File: src/rtl/v_mem_unit_pkg.sv
// rtl/v_mem_unit_pkg.sv - widths, beat counter sizing and FSM encoding for the vector load/store engine
package v_mem_unit_pkg;
  localparam int VLEN        = 512;
  localparam int BEAT_W      = 64;
  localparam int ADDR_W      = 64;
  localparam int VREG_ADDR_W = 5;
  localparam int BEATS       = VLEN / BEAT_W;
  localparam int CNT_W       = $clog2(BEATS + 1);
  localparam int IDX_W       = (BEATS > 1) ? $clog2(BEATS) : 1;
  localparam int BYTE_LG     = $clog2(BEAT_W / 8);

  typedef enum logic [1:0] {
    S_IDLE  = 2'd0,
    S_ISSUE = 2'd1,
    S_DRAIN = 2'd2,
    S_DONE  = 2'd3
  } vmem_state_e;

  function automatic logic [ADDR_W-1:0] beat_addr(input logic [ADDR_W-1:0] base,
                                                  input logic [CNT_W-1:0]  idx);
    return base + (ADDR_W'(idx) << BYTE_LG);
  endfunction
endpackage

File: src/rtl/v_mem_beat_cnt.sv
// rtl/v_mem_beat_cnt.sv - issue/return beat counter pair with clear and last-beat flags
module v_mem_beat_cnt
  import v_mem_unit_pkg::*;
(
  input  logic             clk,
  input  logic             rst_n,
  input  logic             clr,
  input  logic             issue_inc,
  input  logic             ret_inc,
  output logic [CNT_W-1:0] issue_cnt,
  output logic [CNT_W-1:0] ret_cnt,
  output logic             issue_last,
  output logic             ret_last,
  output logic             ret_full
);

  always_ff @(posedge clk or negedge rst_n) begin
    if (!rst_n) begin
      issue_cnt <= '0;
      ret_cnt   <= '0;
    end else if (clr) begin
      issue_cnt <= '0;
      ret_cnt   <= '0;
    end else begin
      if (issue_inc) issue_cnt <= issue_cnt + 1'b1;
      if (ret_inc)   ret_cnt   <= ret_cnt + 1'b1;
    end
  end

  assign issue_last = (issue_cnt == CNT_W'(BEATS - 1));
  assign ret_last   = (ret_cnt == CNT_W'(BEATS - 1));
  assign ret_full   = (ret_cnt == CNT_W'(BEATS));
endmodule

File: src/rtl/v_mem_unit.sv
// rtl/v_mem_unit.sv - multi-beat vle32/vse32 engine; V_MEM_ALIGN_CHK_EN enables misalignment error
module v_mem_unit
  import v_mem_unit_pkg::*;
(
  input  logic                   clk,
  input  logic                   rst_n,
  input  logic                   vex_mem_req_i,
  input  logic                   vex_mem_we_i,
  input  logic [ADDR_W-1:0]      vex_mem_addr_i,
  input  logic [VLEN-1:0]        vex_mem_wdata_i,
  input  logic [VREG_ADDR_W-1:0] vex_mem_wb_addr_i,
  output logic                   vmem_busy_o,
  output logic                   vmem_done_o,
  output logic                   vmem_err_o,
  output logic                   vmem_wb_en_o,
  output logic [VREG_ADDR_W-1:0] vmem_wb_addr_o,
  output logic [VLEN-1:0]        vmem_result_o,
  output logic                   vram_req_o,
  output logic                   vram_we_o,
  output logic [ADDR_W-1:0]      vram_addr_o,
  output logic [BEAT_W-1:0]      vram_wdata_o,
  input  logic                   vram_gnt_i,
  input  logic                   vram_rvalid_i,
  input  logic [BEAT_W-1:0]      vram_rdata_i
);

  vmem_state_e state_q, state_d;

  logic                         we_q;
  logic                         err_q;
  logic [ADDR_W-1:0]            base_q;
  logic [BEATS-1:0][BEAT_W-1:0] wdata_q;
  logic [BEATS-1:0][BEAT_W-1:0] result_q;
  logic [VREG_ADDR_W-1:0]       wb_addr_q;

  logic             accept, misalign, issue_fire, ret_fire;
  logic [CNT_W-1:0] issue_cnt, ret_cnt;
  logic             issue_last, ret_last, ret_full;

  assign accept = (state_q == S_IDLE) && vex_mem_req_i;

`ifdef V_MEM_ALIGN_CHK_EN
  assign misalign = |vex_mem_addr_i[BYTE_LG-1:0];
`else
  assign misalign = 1'b0;
`endif

  assign issue_fire = (state_q == S_ISSUE) && vram_gnt_i;
  // Returns beyond the last beat, in IDLE/DONE, or during a store are dropped.
  assign ret_fire   = vram_rvalid_i && !we_q && !ret_full &&
                      ((state_q == S_ISSUE) || (state_q == S_DRAIN));

  v_mem_beat_cnt u_beat_cnt (
    .clk        (clk),
    .rst_n      (rst_n),
    .clr        (accept),
    .issue_inc  (issue_fire),
    .ret_inc    (ret_fire),
    .issue_cnt  (issue_cnt),
    .ret_cnt    (ret_cnt),
    .issue_last (issue_last),
    .ret_last   (ret_last),
    .ret_full   (ret_full)
  );

  always_ff @(posedge clk or negedge rst_n) begin
    if (!rst_n) state_q <= S_IDLE;
    else        state_q <= state_d;
  end

  always_comb begin
    state_d      = state_q;
    vram_req_o   = 1'b0;
    vram_we_o    = 1'b0;
    vram_addr_o  = '0;
    vram_wdata_o = '0;
    vmem_done_o  = 1'b0;
    vmem_busy_o  = (state_q != S_IDLE) || vex_mem_req_i;
    unique case (state_q)
      S_IDLE: begin
        if (vex_mem_req_i) state_d = misalign ? S_DONE : S_ISSUE;
      end
      S_ISSUE: begin
        vram_req_o   = 1'b1;
        vram_we_o    = we_q;
        vram_addr_o  = beat_addr(base_q, issue_cnt);
        vram_wdata_o = we_q ? wdata_q[issue_cnt[IDX_W-1:0]] : '0;
        if (issue_fire && issue_last) begin
          state_d = (we_q || ret_full) ? S_DONE : S_DRAIN;
        end
      end
      S_DRAIN: begin
        if (ret_full || (ret_fire && ret_last)) state_d = S_DONE;
      end
      S_DONE: begin
        vmem_done_o = 1'b1;
        state_d     = S_IDLE;
      end
      default: state_d = S_IDLE;
    endcase
  end

  always_ff @(posedge clk or negedge rst_n) begin
    if (!rst_n) begin
      we_q      <= 1'b0;
      err_q     <= 1'b0;
      base_q    <= '0;
      wdata_q   <= '0;
      result_q  <= '0;
      wb_addr_q <= '0;
    end else begin
      if (accept) begin
        we_q      <= vex_mem_we_i;
        err_q     <= misalign;
        base_q    <= vex_mem_addr_i & ~ADDR_W'(BEAT_W / 8 - 1);
        wdata_q   <= vex_mem_wdata_i;
        wb_addr_q <= vex_mem_wb_addr_i;
      end
      if (ret_fire) result_q[ret_cnt[IDX_W-1:0]] <= vram_rdata_i;
    end
  end

`ifdef V_MEM_ALIGN_CHK_EN
  assign vmem_err_o = vmem_done_o && err_q;
`else
  assign vmem_err_o = 1'b0;
`endif

  assign vmem_wb_en_o   = vmem_done_o && !we_q && !err_q;
  assign vmem_wb_addr_o = wb_addr_q;
  assign vmem_result_o  = result_q;
endmodule

File: config.mk
export PLATFORM = sky130hd
export DESIGN_NAME = v_mem_unit
export DESIGN_NICKNAME = d
export VERILOG_FILES = /design/src/rtl/v_mem_unit_pkg.sv /design/src/rtl/v_mem_beat_cnt.sv /design/src/rtl/v_mem_unit.sv
export SDC_FILE = /design/constraint.sdc
export NUM_CORES = 2
export LEC_CHECK = 0
export CORE_AREA = 2 2 505 507
export CTS_CLUSTER_DIAMETER = 30
export CTS_CLUSTER_SIZE = 16
export DETAILED_ROUTE_END_ITERATION = 8
export DIE_AREA = 0 0 507 509
export GPL_ROUTABILITY_DRIVEN = 0
export MAX_ROUTING_LAYER = met4
export PLACE_DENSITY_LB_ADDON = 0.08
export SLEW_MARGIN = 40
export SYNTH_ARGS = -nofsm -noshare
export SYNTH_HDL_FRONTEND = slang
export SYNTH_HIERARCHICAL = 1
export SYNTH_SLANG_ARGS = --single-unit
File: constraint.sdc
create_clock -name clk -period 5.3 [get_ports clk]
set_clock_uncertainty 0.15 [all_clocks]
set_input_delay 1.06 -clock clk [delete_from_list [all_inputs] [get_ports clk]]
set_output_delay 1.06 -clock clk [all_outputs]
set_load 0.05 [all_outputs]
# [Word-level counts from Yosys, hierarchy flattened]
# Index checks and enable logic that the tools add are counted.
[word_totals] regBits=1101 output_inout_bits=651 word_cells=77
[classes] n_addsub=3 mux=20 n_eq_ne=9 n_lt_le_gt_ge=3 n_reduce_logical=20
[ops] operator="bitwise mux 512 bit" count=1
[ops] operator="2-to-1 mux 64 bit" count=5
[ops] operator="binary-select mux 64 bit (select 3 bit)" count=1
[ops] operator="demux 64 bit (select 3 bit)" count=1
[ops] operator="adder 64 x 7 -> 64 bit" count=1
[ops] operator="2-to-1 mux 4 bit" count=4
[ops] operator="logical AND 1 bit" count=9
[ops] operator="adder 4 x 1 -> 4 bit (second input constant)" count=2
[ops] operator="equality test 4 x 3 -> 1 bit (second input constant)" count=2
[ops] operator="< comparator 3 x 4 -> 1 bit (second input constant)" count=2
[ops] operator="one-hot mux 2 bit (4 select lines)" count=1
[ops] operator="2-to-1 mux 2 bit" count=3
[ops] operator="nonzero test 2 bit" count=3
[ops] operator="equality test 2 bit (second input constant)" count=2
[ops] operator="equality test 4 bit (second input constant)" count=1
[ops] operator="logical OR 1 bit" count=4
[ops] operator="2-to-1 mux 1 bit" count=4
[ops] operator="inequality test 2 x 1 -> 1 bit (second input constant)" count=2
[ops] operator=">= comparator 3 x 1 -> 1 bit (second input constant)" count=1
[ops] operator="AND reduction 3 bit" count=1
[ops] operator="equality test 2 x 1 -> 1 bit (second input constant)" count=1
[ops] operator="zero test 1 bit" count=2
[ops] operator="zero test 2 bit" count=1
[ops] operator="inequality test 2 bit (second input constant)" count=1

# [Longest topological paths before layout]
[depth] depth_word=8 ltp_mapped=10

# [Hierarchy]
# Netlist, hierarchy kept.
[by_module_without_submodules] mod="v_mem_unit" cells_per_inst=2942 area_per_inst_um2=46221.8 instances=1 seq_area_each_um2=27351.2
[by_module_without_submodules] mod="v_mem_beat_cnt" cells_per_inst=42 area_per_inst_um2=425.4 instances=1 seq_area_each_um2=200.2

# [Worst setup path before layout]
# OpenSTA, ideal clock, no wires.
[synth_path] path_type="reg2out" start="reg u_beat_cnt.issue_cnt[2]" end="out vram_addr_o[50]" required_ps=4090 t_arrival_ps=2611 stages_incl_launch_ff=8 path_buffers=1 path_slack_ps=1479 path_cell_list="dfrtp_1 -> ha_1 -> o21a_1 -> a21oi_1 -> nand3b_1 -> buf_2 -> or4_1 -> a21oi_1"
[synth_between] elab_chain_len=2
[synth_lines] element="start, declared" line_no="v_mem_beat_cnt.sv:10" source="output logic [CNT_W-1:0] issue_cnt,"
[synth_lines] element="start signal, assigned" line_no="v_mem_beat_cnt.sv:25" source="if (issue_inc) issue_cnt <= issue_cnt + 1'b1;"
[synth_lines] element="adder 64 x 7 -> 64 bit" line_no="v_mem_unit_pkg.sv:21" source="return base + (ADDR_W'(idx) << BYTE_LG);"
[synth_lines] element="2-to-1 mux 64 bit" line_no="v_mem_unit.sv:79" source="unique case (state_q)"
[synth_lines] element="end, declared" line_no="v_mem_unit.sv:20" source="output logic [ADDR_W-1:0] vram_addr_o,"
# Every way passes these cells.

# [Final worst setup path]
[layout_path] start="reg u_beat_cnt.issue_cnt[0]" end="out vram_addr_o[9]"
# Same word-level chain as after synthesis.

==> summary.md <==
| Metric | Value |
|---|---|
| Outcome | `completed` |
| Mean post-synth cell area | `roughly 16 µm²` |
| DRC | `0` |
| Max-Cap Viols | `0` |
| Nets@finish | `approximately 5300` |
| CORE AREA | `roughly 250000 µm²` |
| Netlist Area Pre-Place | `46600 µm²` |
| Peak VDD IR | `between 0.2 and 0.3 mV` |
| Placed cell areas | `between 60000 and 70000 µm²` |
| Area occupied by multi-input gates | `18300 µm²` |
| Rel. slew slack | `roughly 44%` |
| Die ar. | `258000 µm²` |
| Final TNS setup | `0 ps` |
| Final Power | `54.9 mW` |
| GRT overflow | `0` |
| Clk slew on worst S/H paths | `about 40 ps` |
| CTS root buf | `clkbuf_16` |
| Post-synth EDFFs | `0` |
| Cell taking the most area after synthesis | `dfrtp_1` |
| Initial antenna violation count | `approximately 200` |
| Hold Fails Final Rpt | `0` |
| Slew Limit Fails | `0` |
| Initial DRC Count | `between 1000 and 1500` |
| Leakage | `between 30 and 40 nW` |
| Crit share post-route | `96.5%` |
| Slowest cell on the critical path | `clkdlybuf4s50_1` |
| Yosys warning total | `6` |
| Storage cell area | `between 20000 and 30000 µm²` |
| Die width | `around 510 µm` |
| Fin cells | `between 8000 and 9000` |
| Final min period | `between 5000 and 6000 ps` |
| Final WL | `224 mm` |
| Largest net degree at the start of global routing | `~120` |
| Post-DP HPWL | `~170 mm` |
| I/O Pins | `approximately 1300` |
| CTS tree | `yes` |
| Least-Margin Pin Slew | `836 ps` |
| Port bufs | `roughly 1300` |
| CTS Buffer Depth | `4` |
| Async SR Flop Fraction | `between 90% and 100%` |
| Total track usage | `between 15 and 20%` |
| Top cell type's share of synthesized area | `59.1%` |
| Critical path arrival | `around 3900 ps` |
| # rows | `roughly 190` |
| WS Path Type | `reg2out` |
| DRT Pass-1 Iters | `5` |
| Synthesis-to-layout area growth | `66.6%` |
| CP startpoint kind | `register` |
| Crit path largest cell delay | `roughly 850 ps` |
| RSZ-0062 raised after global routing | `true` |
| Placed cells | `roughly 7500` |
| Fmax | `roughly 0.20 GHz` |
| Critical Path End Type | `output pin` |
| Synth area leaders | `dfrtp_1 59%, mux2_2 26%, mux4_2 6.2%` |
| Via count | `between 30000 and 40000` |
| # setup viols final | `0` |
| PnR worst setup slack | `~190 ps` |
| Antenna Nets Post-Route | `0` |
| Layout cells sized above 1 | `about two fifths` |
| Fin area | `about 80000 µm²` |
| Initial core utilization | `a little under a fifth` |
| WL/cell | `around 27 µm` |
| Fillers | `25600` |
| Seq/Total Area, Yosys | `between 50 and 60%` |
| Clock insertion delay at the later pin of the skew report | `between 900 and 1000 ps` |
| CTS H-tree depth | `5` |
| Cells after synthesis | `a little under 3000` |
| Clk sinks | `approximately 1100` |
| Yosys cell types | `57` |
| CTS buffer count | `between 400 and 500` |
| Critical path, cell by cell | `ha_1 > fa_1 > nand3_1 > nand2_1 > and3_1 > xnor2_1 > nor2_1 > clkdlybuf4s50_1` |
| Vias in the first global route | `approximately 36000` |
| Worst path bufs/invs | `1` |
| Dpl ws | `705 ps` |
| First-pass GRT wire length | `a little over 300 mm` |
| Worst-path maximum fanout | `7` |
| Min-Delay Path Class | `reg2reg` |
| Crit-path leading delay family | `buffers and inverters` |
| Register bit total from synthesis | `about 1100` |
| CP required | `4090 ps` |
| Most used DFF post-synth | `dfrtp_1` |
| Die height | `just over 500 µm` |
| Number of vias per cell | `between 3 and 4` |
| Pwr Density | `around 700 nW/µm²` |
[metrics by stage]
stage	hold slack, ps	util, %
after floorplan	325	-
after global placement	321	25.4
after detailed placement	325	25.4
after CTS	334	30.6
after global routing	340	30.7
final	329	30.7
[cell usage after synthesis, drive strengths merged, types with 2 or more instances]
library cell,instances
xor2,3
and3,6
nor2,106
a21bo,2
xnor2,23
ha,12
nand2,41
o31ai,19
nand4,18
buf,72
mux2i,72
inv,10
nor3b,4
nor2b,4
or4,19
nand2b,8
mux4,128
mux2,1090
and4,10
nand3,20
and2,9
o21ai,13
a211oi,2
nor3,7
nor4b,3
nand3b,5
o21a,2
dfrtp,1101
clkbuf,113
or3,11
nor4,12
a21oi,30
[worst register-to-register path: stages (launching register included)]
cell,delay [ps]
dfrtp_1,650
inv_1,100
ha_1,200
nand2_1,60
nor2_1,70
nor3_1,220
buf_4,190
nand2b_1,200
nor3b_2,560
buf_12,370
mux2_2,450
[area by class of cell]
class | count | area share, %
Timing Repair Buffer | 1380 | 18.1
Sequential cell | 1101 | 35.5
Clock inverter | 102 | 1.40
Multi-Input combinational cell | 1690 | 23.6
Antenna cell | 151 | 0.486
Tap cell | 3366 | 5.42
Inverter | 11 | 0.0563
Clock buffer | 616 | 15.4
[report_power, final]
| part | internal, mW | total [mW] | switching, mW |
|---|---|---|---|
| Clock | 15.9 | 22.3 | 6.35 |
| Sequential | 11.9 | 14.1 | 2.13 |
| Combinational | 7.98 | 18.5 | 10.5 |
| Total | 35.8 | 54.9 | 19.0 |
[final timing paths]
check	start	end	slack, ps	depth (start not counted)
setup / recovery	u_beat_cnt/issue_cnt[0]	vram_addr_o[9]	190	8
max in group asynchronous	rst_n	vmem_result_o[439]	3140	3
setup reg to reg	u_beat_cnt/ret_cnt[1]	vmem_result_o[171]	1970	10
min in group asynchronous	rst_n	base_q[21]	600	2
hold / removal	vmem_result_o[13]	vmem_result_o[13]	330	1
hold reg to reg	vmem_result_o[13]	vmem_result_o[13]	330	1
[cell families (layout without fill, tap and decap cells)]
group	Yosys count	in the layout	share of synthesized area, %
AOI/OAI and AO/OA	73	73	0.963
DFF	1101	1101	59.1
xor gates and xnor gates	26	26	0.488
buffers and inverters	196	2109	1.81
adders and majority gates	13	13	0.365
other	1	155	0.00804
muxes	1290	1290	34.0
and+or+nand+nor	284	284	3.26
[per-layer routing]
layer,GRT usage (%),up-vias,part of all wire [%]
met5,-,-,0
met4,4.73,0,2.3
met3,9.59,428,12
met2,28.6,1413,49
met1,17.9,17100,37
li1,-,14600,-
[state kept, by name, indices dropped and copies added (netlist names)]
| signal | flops |
|---|---|
| vmem_result_o | 512 |
| wdata_q | 512 |
| base_q | 61 |
| vmem_wb_addr_o | 5 |
| u_beat_cnt/issue_cnt | 4 |
| u_beat_cnt/ret_cnt | 4 |
| state_q | 2 |
| we_q | 1 |
[cell usage in the layout, fill, tap and decap left out, types with 11 or more instances in the layout]
| cell | instances |
|---|---|
| nand4_1 | 14 |
| nand3_1 | 18 |
| o31ai_1 | 19 |
| clkinv_2 | 73 |
| mux2i_1 | 72 |
| clkdlybuf4s50_1 | 1243 |
| buf_12 | 46 |
| clkbuf_1 | 105 |
| bufinv_16 | 14 |
| buf_4 | 68 |
| or3_1 | 11 |
| clkbuf_8 | 105 |
| o21ai_0 | 13 |
| mux2_2 | 1084 |
| ha_1 | 12 |
| a21oi_1 | 29 |
| xnor2_1 | 23 |
| mux4_2 | 128 |
| clkbuf_16 | 406 |
| dlygate4sd2_1 | 13 |
| or4_1 | 18 |
| diode_2 | 151 |
| dfrtp_1 | 1098 |
| nor2_1 | 105 |
| nand2_1 | 38 |
| nor4_1 | 11 |
[repair_timing]
item,CTS,global route
setup endpoints to repair,28,10
gates resized for setup,16,9
endpoints found under the hold margin,12,0
setup buffers,1,0
hold buffers,1,0
(Power assumes the default switching activity.)
